## src/rtl/nibble_serial_add_ctrl.sv

```systemverilog
// Serial W-bit adder sequencer: drives one shared external 4-bit adder a nibble per clock,
// LSB nibble first, chaining the registered carry into the next nibble.
module nibble_serial_add_ctrl #(
    parameter int WORDS = 4
) (
    input  logic                 clk,
    input  logic                 rst,
    input  logic                 start,
    input  logic [4*WORDS-1:0]   op_a,
    input  logic [4*WORDS-1:0]   op_b,
    input  logic                 cin,
    output logic                 busy,
    output logic                 done,
    output logic [4*WORDS-1:0]   sum,
    output logic                 cout,
    output logic                 ovf,
    output logic [3:0]           add_a,
    output logic [3:0]           add_b,
    output logic                 add_ci,
    input  logic [3:0]           add_s,
    input  logic                 add_co
);
    localparam int IDXW = $clog2(WORDS);
    localparam logic [IDXW-1:0] LAST_IDX = IDXW'(WORDS - 1);

    typedef enum logic [1:0] {
        IDLE,
        RUN,
        DONE
    } stateT;

    stateT                  state;
    logic [IDXW-1:0]        idx;
    logic                   carry;
    logic [WORDS-1:0][3:0]  regA;
    logic [WORDS-1:0][3:0]  regB;
    logic [WORDS-1:0][3:0]  sumReg;

    assign sum = sumReg;

    // NOTE: every register here uses <= so all updates see pre-edge values; blocking
    // assignments would let idx/carry changes leak into the same edge's decode.
    always_ff @(posedge clk) begin
        if (rst) begin
            state  <= IDLE;
            idx    <= '0;
            carry  <= 1'b0;
            regA   <= '0;
            regB   <= '0;
            sumReg <= '0;
            cout   <= 1'b0;
            ovf    <= 1'b0;
            busy   <= 1'b0;
            done   <= 1'b0;
        end else begin
            case (state)
                IDLE: begin
                    done <= 1'b0;
                    if (start) begin
                        regA   <= op_a;
                        regB   <= op_b;
                        carry  <= cin;
                        idx    <= '0;
                        sumReg <= '0;
                        cout   <= 1'b0;
                        ovf    <= 1'b0;
                        busy   <= 1'b1;
                        state  <= RUN;
                    end
                end
                RUN: begin
                    sumReg[idx] <= add_s;
                    carry       <= add_co;
                    if (idx == LAST_IDX) begin
                        // Signed overflow: like-signed operands producing an opposite-signed top nibble.
                        cout  <= add_co;
                        ovf   <= (regA[WORDS-1][3] == regB[WORDS-1][3]) &&
                                 (add_s[3] != regA[WORDS-1][3]);
                        busy  <= 1'b0;
                        done  <= 1'b1;
                        state <= DONE;
                    end else begin
                        idx <= idx + 1'b1;
                    end
                end
                DONE: begin
                    done  <= 1'b0;
                    idx   <= '0;
                    state <= IDLE;
                end
                default: begin
                    busy  <= 1'b0;
                    done  <= 1'b0;
                    state <= IDLE;
                end
            endcase
        end
    end

    // NOTE: defaults first so no path through this block leaves an output unassigned,
    // which would otherwise infer a latch.
    always_comb begin
        add_a  = '0;
        add_b  = '0;
        add_ci = 1'b0;
        if (state == RUN) begin
            add_a  = regA[idx];
            add_b  = regB[idx];
            add_ci = carry;
        end
    end
endmodule

```

## config.mk

```make
export PLATFORM = sky130hd
export DESIGN_NAME = nibble_serial_add_ctrl
export DESIGN_NICKNAME = d
export VERILOG_FILES = /design/src/rtl/nibble_serial_add_ctrl.sv
export SDC_FILE = /design/constraint.sdc
export NUM_CORES = 1
export LEC_CHECK = 0
export CAP_MARGIN = 20
export CORE_MARGIN = 2
export CORE_UTILIZATION = 47
export DETAILED_ROUTE_END_ITERATION = 6
export PLACE_DENSITY = 0.79
export SYNTH_ARGS = -nofsm -noshare
export SYNTH_HDL_FRONTEND = slang
export SYNTH_SLANG_ARGS = --single-unit
```

## constraint.sdc

```tcl
create_clock -name clk -period 2.01 [get_ports clk]
set_input_delay 0.5025 -clock clk [delete_from_list [all_inputs] [get_ports clk]]
set_output_delay 0.5025 -clock clk [all_outputs]
set_load 0.01 [all_outputs]
```

; Yosys cells after proc, flatten, opt, wreduce, memory -nomap -nowiden
; Cells that the tools add are included.
[word_totals]
reg_bits = 57
latchBits = 0
ram_bits = 0
romBits = 0
input_bits = 41
word_cells = 72
memories = 0
[classes]
addsub = 1
multipliers = 0
n_div = 0
n_lt_le_gt_ge = 2
n_eq_ne = 8
shift = 0
n_mux = 28
n_bitwise = 2
reduce_logical = 12
[ops]
columns = op, n
row1 = 16-bit one-hot mux with 2 select lines, 1
row2 = 4-bit two-way mux, 5
row3 = 4-bit binary-select mux with 2-bit select, 2
row4 = 16-bit bitwise mux, 1
row5 = 16-bit two-way mux, 1
row6 = 3-bit AND reduction, 3
row7 = 4-bit demux with 2-bit select, 1
row8 = 2-bit two-way mux, 4
row9 = 1-bit two-way mux, 7
row10 = "2-bit inequality test, second input constant", 3
row11 = 1-bit one-hot mux with 2 select lines, 3
row12 = 2-bit one-hot mux with 3 select lines, 1
row13 = 2-bit AND reduction, 3
row14 = "2-bit == test, second input constant", 2
row15 = 2-bit one-hot mux with 2 select lines, 1
row16 = "2-bit by 3-bit < comparator with 1-bit output, second input constant", 1
row17 = 1-bit one-hot mux with 3 select lines, 1
row18 = 3-bit nonzero test, 1
row19 = "2-bit by 1-bit adder with 2-bit output, second input constant", 1
row20 = "2-bit by 1-bit == test with 1-bit output, second input constant", 1
row21 = "2-bit by 1-bit greater-or-equal comparator with 1-bit output, second input constant", 1
row22 = 1-bit logical AND, 2
row23 = 2-bit zero test, 1
row24 = 1-bit NOT, 2
row25 = other kinds (4), 4

; Longest topological paths before layout
[depth]
word_depth = 6
mapped_depth = 6
mapped_depth_nobuf = 5

; Worst setup path before layout
; OpenSTA, ideal clock, no wires.
[synth_timing]
kind = register -> output
startpoint = register idx[0]
endpoint = output port add_a[1]
arrival_time_ps = 1289
required_time_ps = 1507
setup_slack_ps = 218
stages_incl_launch_ff = 4
path_buffers = 1
cell_sequence = dfxtp_1 > buf_6 > mux4_1 > and2_1
[synth_between]
elab_chain_len = 3
[synth_rtl]
columns = item, line
row1 = start: declaration, 33  ; logic [IDXW-1:0] idx;
row2 = start signal: assignment, 83  ; idx <= idx + 1'b1;
row3 = 4-bit binary-select mux with 2-bit select, 107  ; add_a = regA[idx];
row4 = 4-bit two-way mux (not written as such), 107
row5 = 4-bit two-way mux, 106  ; if (state == RUN) begin
row6 = end: declaration, 17  ; output logic [3:0] add_a,
; Every way passes these cells. The select of a mux whose other input is x is not followed.

; Worst setup path after layout
[layout_timing]
startpoint = register idx[0]
endpoint = output port add_b[1]
[layout_between]
elab_chain_len = 3
[layout_rtl]
columns = item, line
row1 = 4-bit binary-select mux with 2-bit select, 108  ; add_b = regB[idx];
row2 = 4-bit two-way mux (not written as such), 108
row3 = 4-bit two-way mux, 106
row4 = end: declaration, 18  ; output logic [3:0] add_b,
; Every way passes these cells. The select of a mux whose other input is x is not followed.

==> summary.md <==
| Metric | Value |
|---|---|
| Via count | 2,160 |
| Grt met3 use | 0.0723 |
| Die W | 76.4 µm |
| HP Class | reg2reg |
| Share of layout cells above drive strength 1 | 0.143 |
| Hold Path Origin | regB[12] |
| Final period util | 1.04 |
| Initial DRC Count | 95 |
| Pwr dens | 747 nW/µm² |
| Global-route wire length before repair | 9480 µm |
| Met1 usage | 0.254 |
| Reg2Reg Capture Point | sum[13] |
| Fmax | 480 MHz |
| Clock skew | 0.00540 ns |
| Layout fillers | 448 |
| FF-to-FF Start | idx[0] |
| Area Overhead vs Synth | 39.8% |
| Grt peak-use layer | met2 |
| Hold path depth | 2 |
| Worst slew pin tran | 0.533 ns |
| CP Capture Type | primary output |
| DR WL/cell | 13.0 µm |
| Std cell rows | 26 |
| H-Tree Depth | 3 |
| Hpwl dp | 3970 µm |
| Vias in the first global route | 2,075 |
| Antenna diode count | 0 |
| Synth area leaders | dfxtp_1 46%, nand2_1 11%, a21oi_1 7.1% |
| Max_slew headroom | 0.645 |
| Setup TNS | -0.438 ns |
| # hold bufs at CTS | 0 |
| Clock root cell | clkbuf_8 |
| Commonest cells after routing, fill and taps aside | 70 x nand2_1, 59 x clkdlybuf4s50_1, 55 x dfxtp_1 |
| Final setup viols | 8 |
| Hold slack | 0.454 ns |
| Crit Path Max Fanout | 7 |
| Max-Cap Viols | 0 |
| R2R depth | 6 |
| CP Launch Type | flop |
| CTS tree | yes |
| GRT Util Overall | 0.204 |
| Commonest non-fill, non-tap cell in the layout | nand2_1 |
| CTS Buf Count | 9 |
| Worst setup startpoint | idx[0] |
| Pre-CTS WS | -0.181 ns |
| Failing checks | setup timing |
| Cells after Synth | 274 |
| 1st-pass router iterations | 4 |
| Largest net degree at the start of global routing | 33 |
| RSZ-0062 raised after global routing | true |
| Number of nets in the layout | 396 |
| Total global routing overflow | 0 |
| Initial Util | 0.485 |
| Worst reg2reg setup slack | 0.33 ns |
| M2 GR Usage | 0.334 |
| Yosys warning count | 0 |
| Crit path DAT | 1.58 ns |
| IO Port Bufs | 69 |
| Crit path time final | 2.08 ns |
| Routed wire length | 5550 µm |
| Synth Net Count | 319 |
| Final worst slack | -0.0721 ns |
| #FFs+latches synth | 57 |
| Outcome | finished, violations left |
| Ports | 70 |
| Clock Path Buffers | 2 |
| Seq/Total Area, Yosys | 0.463 |
| Avg Cell Area, Syn | 8.99 µm² |
| Finished Cell Area | 3440 µm² |
| Die height | 76.4 µm |
| Global placement routability congestion | 0.793 |
| Worst-path clk slew | 0.06 ns |
| Slew Viols, Final | 0 |
| Yosys top cell area share | 0.463 |
| Clk sinks | 57 |
| Worst Hold End | regB[12] |
| Routed Antenna Nets | 0 |
| Vias/cell | 5.07 |
| Lkg Pwr | 0.00128 µW |
| Drt drc | 0 |
| Endpoints failing hold | 0 |
| Die area | 5830 µm² |
| Peak supply drop | 366 µV |
| DP Area | 3280 µm² |
| Yosys cell types | 30 |
| Skew-Pair Late Insertion Delay | 0.33 ns |
| Initial antenna violation count | 0 |
| Worst Path Required | 1.51 ns |
| CP Class | reg2out |
| Mapped Area | 2460 µm² |
| Leading area contributor after synthesis | dfxtp_1 |
| Core Box Area | 5070 µm² |
==> stage by stage <==
stage,utilization,total power [µW],std cells
2_1_floorplan,-,1410,274
3_3_place_gp,0.647,1580,410
3_5_place_dp,0.647,1580,410
4_1_cts,0.677,2600,426
5_1_grt,0.678,2700,426
6_report,0.678,2570,426
==> cell type report <==
cell class	instances	area, µm²	share of cell area
clock buffers	13	149	0.0433
clock inverters	3	40.0	0.0116
inverters	19	71.3	0.0207
multi-input cells	179	1120	0.325
flip-flops and latches	57	1150	0.333
well taps	70	87.6	0.0254
repair buffers	85	831	0.241
==> report_power, final <==
group          leakage (µW)  switching, µW  internal [µW]
Sequential         0.000467           26.7           1180
Combinational      0.000719            157            195
Clock             0.0000974            411            603
==> how the worst max path moves through the flow <==
stage	to	cells past startpoint
5_1_grt	add_a[2]	4
2_1_floorplan	add_a[1]	3
6_report	add_b[1]	4
3_5_place_dp	add_b[1]	4
4_1_cts	add_b[3]	4
3_3_place_gp	add_b[1]	4
==> cell usage after synthesis <==
library cell / number
nand2_1: 70
dfxtp_1: 57
a21oi_1: 35
inv_1: 19
o32ai_1: 16
and2_1: 9
clkbuf_1: 8
nand2b_1: 7
buf_6: 6
buf_2: 5
nor2_1: 5
ha_1: 4
mux4_1: 4
mux4_2: 4
nand3b_1: 4
nand3_1: 3
a31oi_1: 2
nor3_1: 2
nor4b_1: 2
o21ai_0: 2
a221oi_1: 1
a22oi_1: 1
and2b_1: 1
mux2i_1: 1
nor2b_1: 1
nor3b_4: 1
o21a_1: 1
o22ai_1: 1
o2bb2ai_1: 1
or3b_1: 1
==> kinds of logic (layout without fill, tap and decap cells) <==
family                     Yosys count  after routing  synth area share
and+or+nand+nor                    106            106             0.201
AOI/OAI and AO/OA                   60             60             0.153
DFF                                 57             57             0.463
buffers and inverters               38            120            0.0788
muxes                                9              9            0.0833
adders and majority gates            4              4            0.0203
==> worst max-delay path, stage by stage, from the launching register on <==
cell and delay, ns:
dfxtp_4 0.36, buf_12 0.13, mux4_2 0.48, and2_1 0.15
buf_2 0.13
==> sequential cells by signal (all words and copies together), names as in the netlist <==
| register | count |
|---|---|
| cout | 1 |
| idx | 2 |
| ovf | 1 |
| done | 1 |
| carry | 1 |
| sum | 16 |
| state | 2 |
| regB | 16 |
| regA | 16 |
| busy | 1 |
==> timing repair <==
| item | in CTS | in global routing |
|---|---|---|
| pin swaps | 5 | 1 |
| setup buffers | 0 | 0 |
| resized for setup | 38 | 7 |
| endpoints found under the setup margin | 9 | 9 |
==> routing by layer <==
layer	vias to the layer above	wire length [µm]	part of all wire
li1	1089	-	-
met1	987	2440	0.44
met2	79	2650	0.48
met3	5	411	0.074
met4	0	49	0.0088
met5	-	0	0
(Power assumes the default switching activity.)
